File: config.mk
export PLATFORM = sky130hd
export DESIGN_NAME = muldiv_sequencer_flat
export DESIGN_NICKNAME = d
export VERILOG_FILES = /design/src/rtl/muldiv_sequencer_if.sv /design/src/rtl/muldiv_sequencer.sv /design/src/flat_wrapper.sv
export SDC_FILE = /design/constraint.sdc
export NUM_CORES = 1
export LEC_CHECK = 0
export CAP_MARGIN = 0
export CORE_ASPECT_RATIO = 1.5
export CORE_MARGIN = 4
export CORE_UTILIZATION = 45
export CTS_CLUSTER_DIAMETER = 100
export CTS_CLUSTER_SIZE = 10
export DETAILED_ROUTE_END_ITERATION = 7
export REMOVE_ABC_BUFFERS = 1
export SKIP_CTS_REPAIR_TIMING = 1
export SLEW_MARGIN = 40
export SYNTH_ARGS = -nofsm -noshare
export SYNTH_HDL_FRONTEND = slang
export SYNTH_SLANG_ARGS = --single-unit
File: constraint.sdc
create_clock -name clk -period 9 [get_ports clk]
set_input_delay 0.9 -clock clk [delete_from_list [all_inputs] [get_ports clk]]
set_output_delay 0.9 -clock clk [all_outputs]
set_load 0.02 [all_outputs]
File: src/rtl/muldiv_sequencer_if.sv
// EX-stage <-> iterative mul/div unit handshake: issue side (master) and unit side (slave).
interface muldiv_sequencer_if #(parameter int XLEN = 32);
  logic            Start;
  logic [2:0]      funct3;
  logic [XLEN-1:0] SrcA;
  logic [XLEN-1:0] SrcB;
  logic            Flush;
  logic            Busy;
  logic            Done;
  logic [XLEN-1:0] Result;

  modport master (output Start, funct3, SrcA, SrcB, Flush, input Busy, Done, Result);
  modport slave  (input Start, funct3, SrcA, SrcB, Flush, output Busy, Done, Result);
endinterface

File: src/rtl/muldiv_sequencer.sv
// Iterative RV32M multiply/divide: shift-add multiply, restoring divide on magnitudes,
// sign fix-up in a final SIGN cycle. Divide-by-zero and signed overflow finish in one edge.
module muldiv_sequencer #(
  parameter int XLEN = 32
) (
  input  logic              clk,
  input  logic              reset,
  muldiv_sequencer_if.slave bus
);
  localparam int CW = $clog2(XLEN);
  localparam logic [CW-1:0] LAST = CW'(XLEN - 1);

  typedef enum logic [1:0] {IDLE, CALC, SIGN, DONE} state_t;

  state_t            state, state_nxt;
  logic [2:0]        op;
  logic [XLEN-1:0]   a_mag, b_mag;
  logic              neg;
  logic [2*XLEN-1:0] acc;
  logic [XLEN:0]     rem;
  logic [CW-1:0]     cnt;
  logic [XLEN-1:0]   result;
  logic              busy, done;

  // ---- issue-side decode ----
  logic            a_sgn, b_sgn, a_neg, b_neg, neg_in;
  logic [XLEN-1:0] a_abs, b_abs, sp_res;
  logic            accept, is_div, div0, ovf, special;

  always_comb begin
    a_sgn  = 1'b0;
    b_sgn  = 1'b0;
    case (bus.funct3)
      3'd0, 3'd1, 3'd4, 3'd6: begin a_sgn = 1'b1; b_sgn = 1'b1; end
      3'd2:                   a_sgn = 1'b1;
      default: ;
    endcase
    a_neg  = a_sgn & bus.SrcA[XLEN-1];
    b_neg  = b_sgn & bus.SrcB[XLEN-1];
    a_abs  = a_neg ? -bus.SrcA : bus.SrcA;
    b_abs  = b_neg ? -bus.SrcB : bus.SrcB;
    case (bus.funct3)
      3'd0, 3'd1, 3'd4: neg_in = a_neg ^ b_neg;
      3'd2, 3'd6:       neg_in = a_neg;
      default:          neg_in = 1'b0;
    endcase
    is_div  = bus.funct3[2];
    div0    = is_div && (bus.SrcB == '0);
    ovf     = is_div && !bus.funct3[0] && (bus.SrcA == {1'b1, {(XLEN-1){1'b0}}}) &&
              (bus.SrcB == '1);
    special = div0 | ovf;
    // rem* returns the dividend on /0; on overflow div returns SrcA (= most negative) and rem 0
    if (div0)           sp_res = bus.funct3[1] ? bus.SrcA : '1;
    else                sp_res = bus.funct3[1] ? '0 : bus.SrcA;
    accept = (state == IDLE) && bus.Start && !bus.Flush;
  end

  // ---- FSM ----
  always_ff @(posedge clk or negedge reset) begin
    if (!reset) state <= IDLE;
    else        state <= state_nxt;
  end

  always_comb begin
    state_nxt = state;
    busy      = 1'b0;
    done      = 1'b0;
    case (state)
      IDLE: if (accept) begin
        busy      = 1'b1;
        state_nxt = special ? DONE : CALC;
      end
      CALC: begin
        busy = 1'b1;
        if (bus.Flush)        state_nxt = IDLE;
        else if (cnt == LAST) state_nxt = SIGN;
      end
      SIGN: begin
        busy      = 1'b1;
        state_nxt = bus.Flush ? IDLE : DONE;
      end
      DONE: begin
        done      = 1'b1;
        state_nxt = IDLE;
      end
      default: state_nxt = IDLE;
    endcase
  end

  // ---- iteration step and sign fix-up ----
  logic [XLEN:0]     sum, shifted, diff;
  logic [2*XLEN-1:0] mul_nxt, prod;
  logic [XLEN-1:0]   quo, rmd, res;

  always_comb begin
    sum     = {1'b0, acc[2*XLEN-1:XLEN]} + {1'b0, a_mag};
    mul_nxt = acc[0] ? {sum, acc[XLEN-1:1]} : {1'b0, acc[2*XLEN-1:1]};
    // rem < divisor is invariant, so diff[XLEN] is a clean borrow flag
    shifted = {rem[XLEN-1:0], acc[XLEN-1]};
    diff    = shifted - {1'b0, b_mag};
    prod    = neg ? -acc : acc;
    quo     = neg ? -acc[XLEN-1:0] : acc[XLEN-1:0];
    rmd     = neg ? -rem[XLEN-1:0] : rem[XLEN-1:0];
    case (op)
      3'd0:             res = prod[XLEN-1:0];
      3'd1, 3'd2, 3'd3: res = prod[2*XLEN-1:XLEN];
      3'd4, 3'd5:       res = quo;
      default:          res = rmd;
    endcase
  end

  always_ff @(posedge clk or negedge reset) begin
    if (!reset) begin
      op     <= '0;
      a_mag  <= '0;
      b_mag  <= '0;
      neg    <= 1'b0;
      acc    <= '0;
      rem    <= '0;
      cnt    <= '0;
      result <= '0;
    end else begin
      case (state)
        IDLE: if (accept) begin
          op    <= bus.funct3;
          a_mag <= a_abs;
          b_mag <= b_abs;
          neg   <= neg_in;
          cnt   <= '0;
          rem   <= '0;
          // divide shifts the dividend out of acc's low half while quotient bits shift in
          acc   <= {{XLEN{1'b0}}, is_div ? a_abs : b_abs};
          if (special) result <= sp_res;
        end
        CALC: if (!bus.Flush) begin
          cnt <= cnt + 1'b1;
          if (op[2]) begin
            rem             <= diff[XLEN] ? shifted : diff;
            acc[XLEN-1:0]   <= {acc[XLEN-2:0], ~diff[XLEN]};
          end else begin
            acc <= mul_nxt;
          end
        end
        SIGN: if (!bus.Flush) result <= res;
        default: ;
      endcase
    end
  end

  assign bus.Busy   = busy;
  assign bus.Done   = done;
  assign bus.Result = result;
endmodule

File: src/flat_wrapper.sv
// flat-port wrapper written by rule: the top's interface ports become plain ports
module muldiv_sequencer_flat 
#(
  parameter int XLEN = 32
)
  (clk, reset, bus_Start, bus_funct3, bus_SrcA, bus_SrcB, bus_Flush, bus_Busy, bus_Done, bus_Result);
  muldiv_sequencer_if #(.XLEN(XLEN)) bus_i ();
  input  logic clk;
  input  logic reset;
  input wire logic [$bits(bus_i.Start)-1:0] bus_Start;
  input wire logic [$bits(bus_i.funct3)-1:0] bus_funct3;
  input wire logic [$bits(bus_i.SrcA)-1:0] bus_SrcA;
  input wire logic [$bits(bus_i.SrcB)-1:0] bus_SrcB;
  input wire logic [$bits(bus_i.Flush)-1:0] bus_Flush;
  output wire logic [$bits(bus_i.Busy)-1:0] bus_Busy;
  output wire logic [$bits(bus_i.Done)-1:0] bus_Done;
  output wire logic [$bits(bus_i.Result)-1:0] bus_Result;
  assign bus_i.Start = bus_Start;
  assign bus_i.funct3 = bus_funct3;
  assign bus_i.SrcA = bus_SrcA;
  assign bus_i.SrcB = bus_SrcB;
  assign bus_i.Flush = bus_Flush;
  assign bus_Busy = bus_i.Busy;
  assign bus_Done = bus_i.Done;
  assign bus_Result = bus_i.Result;
  muldiv_sequencer #(.XLEN(XLEN)) u_core (.clk(clk), .reset(reset), .bus(bus_i));
endmodule
== Yosys cells after proc, flatten, opt, wreduce, memory -nomap -nowiden ==
Index checks and enable logic that the tools add are counted.
Widths: inputs -> output; s select.

* Bitwise logic cells: 5
* Equality and inequality tests: 22
* Reduce and logical (&&, ||, !) cells: 27
* Multiplexer cells: 40
* $add $sub $neg: 8

{| class="wikitable"
|+ Operators with widths
! operator !! count
|-
| $mux 32 || 17
|-
| $mux 64 || 4
|-
| $neg 32->32 || 4
|-
| $pmux 32 s2 || 2
|-
| $pmux 64 s2 || 1
|-
| $pmux 32 s3 || 1
|-
| $eq 32x32->1 const B || 2
|-
| $neg 64->64 || 1
|-
| $add 32x32->33 || 1
|-
| $sub 33x32->33 || 1
|-
| $logic_not 32->1 || 1
|-
| $eq 3x3->1 const B || 4
|-
| $reduce_and 4->1 || 3
|-
| $mux 2 || 5
|-
| $mux 5 || 2
|-
| $pmux 5 s2 || 1
|-
| $eq 3x2->1 const B || 3
|-
| $pmux 2 s4 || 1
|-
| $eq 3x1->1 const B || 2
|-
| $logic_and 1x1->1 || 6
|-
| $logic_not 3->1 || 2
|-
| $ne 2x1->1 const B || 3
|-
| $ne 2x2->1 const B || 3
|-
| $reduce_or 2->1 || 3
|-
| 19 further kinds || 29
|}

* Register bits: 203
* Output and inout bits: 34

== Depth between registers and ports, before layout ==
* Depth after elaboration: 8
* Gate-level depth with buffers: 15
* Depth with buffers taken out: 13

== Least setup slack after synthesis ==
No wires, ideal clock.

* Path kind: register to register
* Start point: register u_core.acc[31]
* End point: register u_core.rem[10]
* Data arrival time: 3.423 ns
* Buffers on the path: 2
* Path slack: 5.451 ns
* Period minus slack after synthesis: 3.549 ns
* Stages on the path, launching flop included: 16
* Cells stage by stage: dfrtp_1 inv_1 ha_1 fa_1 nand2b_1 a21oi_1 o211ai_1 a211oi_1 o31ai_2 o21ai_1 a2111o_1 nand3_1 and2_1 clkbuf_1 buf_2 a221o_1

* Longest elaborated chain between the ends: 5

{| class="wikitable"
|+ Ends and longest elaborated chain
! element !! line !! source
|-
| from (decl) || muldiv_sequencer.sv:19 || <nowiki>logic [2*XLEN-1:0] acc;</nowiki>
|-
| from (signal assigned) || muldiv_sequencer.sv:132 || <nowiki>acc <= {{XLEN{1'b0}}, is_div ? a_abs : b_abs};</nowiki>
|-
| from (signal, indexed assignment) || muldiv_sequencer.sv:139 || <nowiki>acc[XLEN-1:0] <= {acc[XLEN-2:0], ~diff[XLEN]};</nowiki>
|-
| from (signal assigned) || muldiv_sequencer.sv:141 || <nowiki>acc <= mul_nxt;</nowiki>
|-
| $sub 33x32->33 || muldiv_sequencer.sv:100 || <nowiki>diff = shifted - {1'b0, b_mag};</nowiki>
|-
| $mux 32 || muldiv_sequencer.sv:138 || <nowiki>rem <= diff[XLEN] ? shifted : diff;</nowiki>
|-
| $mux 32 || muldiv_sequencer.sv:137 || <nowiki>if (op[2]) begin</nowiki>
|-
| $mux 32 || muldiv_sequencer.sv:135 || <nowiki>CALC: if (!bus.Flush) begin</nowiki>
|-
| $pmux 32 s2 || muldiv_sequencer.sv:123 || <nowiki>case (state)</nowiki>
|-
| to (signal assigned) || muldiv_sequencer.sv:138 ||
|-
| to (decl) || muldiv_sequencer.sv:20 || <nowiki>logic [XLEN:0] rem;</nowiki>
|}

Every way passes these cells. The select of a mux whose other input is x is not followed.
A chain may end at the register's enable or synchronous reset.

== Worst setup path in the final report ==
* Start point: register u_core.acc[31]
* End point: register u_core.rem[22]

Same word-level chain as after synthesis.

==> run_results.csv <==
group,metric,value,unit
synth,ys_types,87,
global_routing,grt_pass1_vias,15700,
status,status,"finished clean",
sta,hold_viol,0,
final_layout,n_antenna_cell,0,
global_routing,grt_first_pass_wirelength,88800,um
detailed_routing,wire_per_inst,21.7,um
critical_path,cpPeakStageDelay,0.54,ns
final_layout,drive_gt1_share,5.84,%
detailed_routing,drt_iter0_markers,1346,
synth,yosysSeqAreaShare,29.9,%
critical_path,critPathTopFamily,"compound AO/OA/AOI/OAI gates",
placement,gp_congestion,0.919,
die,io_pins,105,
sta,period_needed,4.74,ns
pwr,switchingPower,2.35,mW
die,row_count,86,
critical_path,cp_max_fo,25,
pwr,peakVddDrop,0.161,mV
sta,period_share,52.6,%
placement,io_buffers,104,
critical_path,reg2reg_depth,14,
final_layout,multiInputGateArea,0.0111,mm2
final_layout,syn_to_final_growth,11.6,%
detailed_routing,drc,0,
synth,ys_ff_latch,203,
final_layout,nFillCells,3650,
critical_path,critPathKind,"flip-flop to flip-flop",
critical_path,crit_slowest_cell,"a211oi_1",
synth,syn_area,0.0170,mm2
cts,clock-sinks,203,
detailed_routing,vias,16000,
critical_path,start_kind,"flip-flop",
synth,netlist_top_cells_count,"nand2_1, o21ai_0, dfrtp_1, nor2_1, a21oi_1",
synth,synthTopCellsByArea,"dfrtp_1, o21ai_0, nand2_1",
global_routing,grtUsageTotal,26.8,%
pwr,switching_share,45.9,%
synth,synth_cells,2122,
cts,insertion_delay,0.53,ns
sta,setup_viol,0,
final_layout,fin_cells,2624,
synth,synth-main-ff-cell,"dfrtp_1",
die,fp.dieH,246,um
sta,rsz0062_at_grt,"no",
critical_path,required,9.40,ns
pwr,seq_power_share,30.1,%
pwr,p_per_area,270,mW/mm2
pwr,p_leak,7.94,nW
die,core,0.0370,mm2
synth,synth_edf_count,0,
critical_path,crit_chain,"inv_1 -> ha_1 -> fa_1 -> nand2b_1 -> a21oi_1 -> o211ai_1 -> a211oi_1 -> o31ai_2 -> o21ai_1 -> a2111o_1 -> a21o_1 -> and2_1 -> buf_4 -> o211ai_1",
detailed_routing,firstDrtPassIters,7,
sta,fin_hold_ws,0.359,ns
synth,async_flop_share,100,%
critical_path,crit_arrival,5.13,ns
critical_path,rrSetupSlack,4.26,ns
critical_path,path_buf_inv,2,
synth,synth_area_per_cell,7.99,um2
cts,cts_buffer_depth,3,
pwr,p_clk_share,17.3,%
critical_path,cp-end-kind,"flip-flop",
placement,post-dp-hpwl,43000,um
sta,skew,0.0128,ns
min_path,min_path_type,"input pin to async pin",
die,start_util,45.8,%
synth,yosysTopAreaCellShare,29.9,%
die,dieWidth,167,um
pwr,p_comb_share,52.6,%
pwr,total_power,5.11,mW
global_routing,grt_max_degree,79,
sta,slew_viol_final,0,
critical_path,r2r_end,"u_core.rem[22]",
final_layout,final_nets,2286,
global_routing,grt-ovfl-total,0,
sta,worst_slew_pin_slew,0.802,ns
placement,place_area,0.0183,mm2
sta,fmax,211,MHz
detailed_routing,via_per_inst,6.09,
sta,slew_headroom,46.0,%
cts,htreeDepth,1,
critical_path,timing.rr.start,"u_core.acc[31]",
die,dieArea,0.0409,mm2
cts,clkTransAtPathRegs,0.06,ns
critical_path,crit_cells,14,
placement,post-place-cells,2596,
critical_path,cpMostUsedCell,"o211ai_1",
pwr,p_int,2.76,mW
synth,yosysMostFrequentCell,"nand2_1",
final_layout,stdcell_area,0.0189,mm2
cts,cts_buffers,24,
flow_run,maxCapViolCount,0,
cts,cts_tree,"built",
synth,synth_warnings,0,
cts,root_buffer,"clkbuf_16",
final_layout,seqCellArea,0.00508,mm2
sta,fin_setup_tns,0,ns
global_routing,antenna_found_initial,0,
detailed_routing,drt_wl_total,57000,um
detailed_routing,drtAntennaViolNets,0,
synth,yosys.area.top_type,"dfrtp_1",
layer usage:
layer / routed length [um] / vias to the layer above / GRT usage (%)
li1: - / 7726 / -
met1: 24000 / 7727 / 33.8
met2: 28700 / 450 / 48.6
met3: 2600 / 84 / 2.43
met4: 1650 / 0 / 8.14
met5: 0 / - / 0
flip-flops by register name, indices dropped and copies added, names as in the netlist:
name / flops
u_core.acc: 64
u_core.a_mag: 32
u_core.b_mag: 32
u_core.bus.Result: 32
u_core.rem: 32
u_core.cnt: 5
u_core.op: 3
u_core.state: 2
u_core.neg: 1
power by group through the flow:
stage          clock, mW  combinational (mW)  sequential, mW
3_5_place_dp           0                2.66            1.55
5_1_grt            0.935                2.96            1.58
3_3_place_gp           0                2.62            1.54
6_report           0.882                2.69            1.54
4_1_cts            0.901                2.67            1.53
2_1_floorplan          0                1.75            1.56
through the flow:
step                      setup slack, ns  utilization (%)
after global routing                 4.02             51.1
after detailed placement             3.95             49.4
final                                4.26             51.1
after floorplan                      4.35                -
after CTS                            4.27             51.1
after global placement               3.76             49.3
layout make-up:
class | instances | share of cell area, %
Multi-Input combinational cell | 1704 | 58.5
Sequential cell | 203 | 26.8
Timing Repair Buffer | 130 | 6.61
Clock buffer | 27 | 3.35
Tap cell | 484 | 3.20
Inverter | 75 | 1.49
Clock inverter | 1 | 0.0463
logic make-up after synthesis:
logic type / after synthesis / share of synthesized area, %
simple gates: 649 / 18.2
mux: 56 / 3.50
buf+inv: 215 / 5.02
xor+xnor: 189 / 9.76
flops: 203 / 29.9
fa+ha+maj: 109 / 7.66
compound gates: 701 / 25.9
placed cells by master (no fill, tap or decap), types with 19 or more instances in the layout:
cell,count
nand4_1,30
a21oi_1,159
a21o_1,28
a221o_1,19
a211oi_1,37
clkdlybuf4s50_1,102
dfrtp_1,202
nor2_1,162
xor2_1,78
buf_4,23
ha_1,73
clkbuf_16,25
xnor2_1,111
nand2_1,272
mux2_2,27
o211ai_1,24
or3_1,19
o31ai_1,44
nor3_1,35
nand3_1,26
mux2i_1,29
a22oi_1,21
inv_1,74
o41ai_1,21
maj3_1,32
o21ai_0,244
worst max path at each step:
stage | start | endpoint | slack, ns
after floorplan | u_core.state[1] | u_core.rem[8] | 4.35
after global placement | bus_SrcB[0] | u_core.bus.Result[5] | 3.76
after detailed placement | bus_SrcB[0] | u_core.bus.Result[0] | 3.95
after CTS | u_core.acc[31] | u_core.rem[22] | 4.27
after global routing | u_core.acc[31] | u_core.rem[22] | 4.02
final | u_core.acc[31] | u_core.rem[22] | 4.26
No activity file was read; power rests on OpenSTA's default activity.
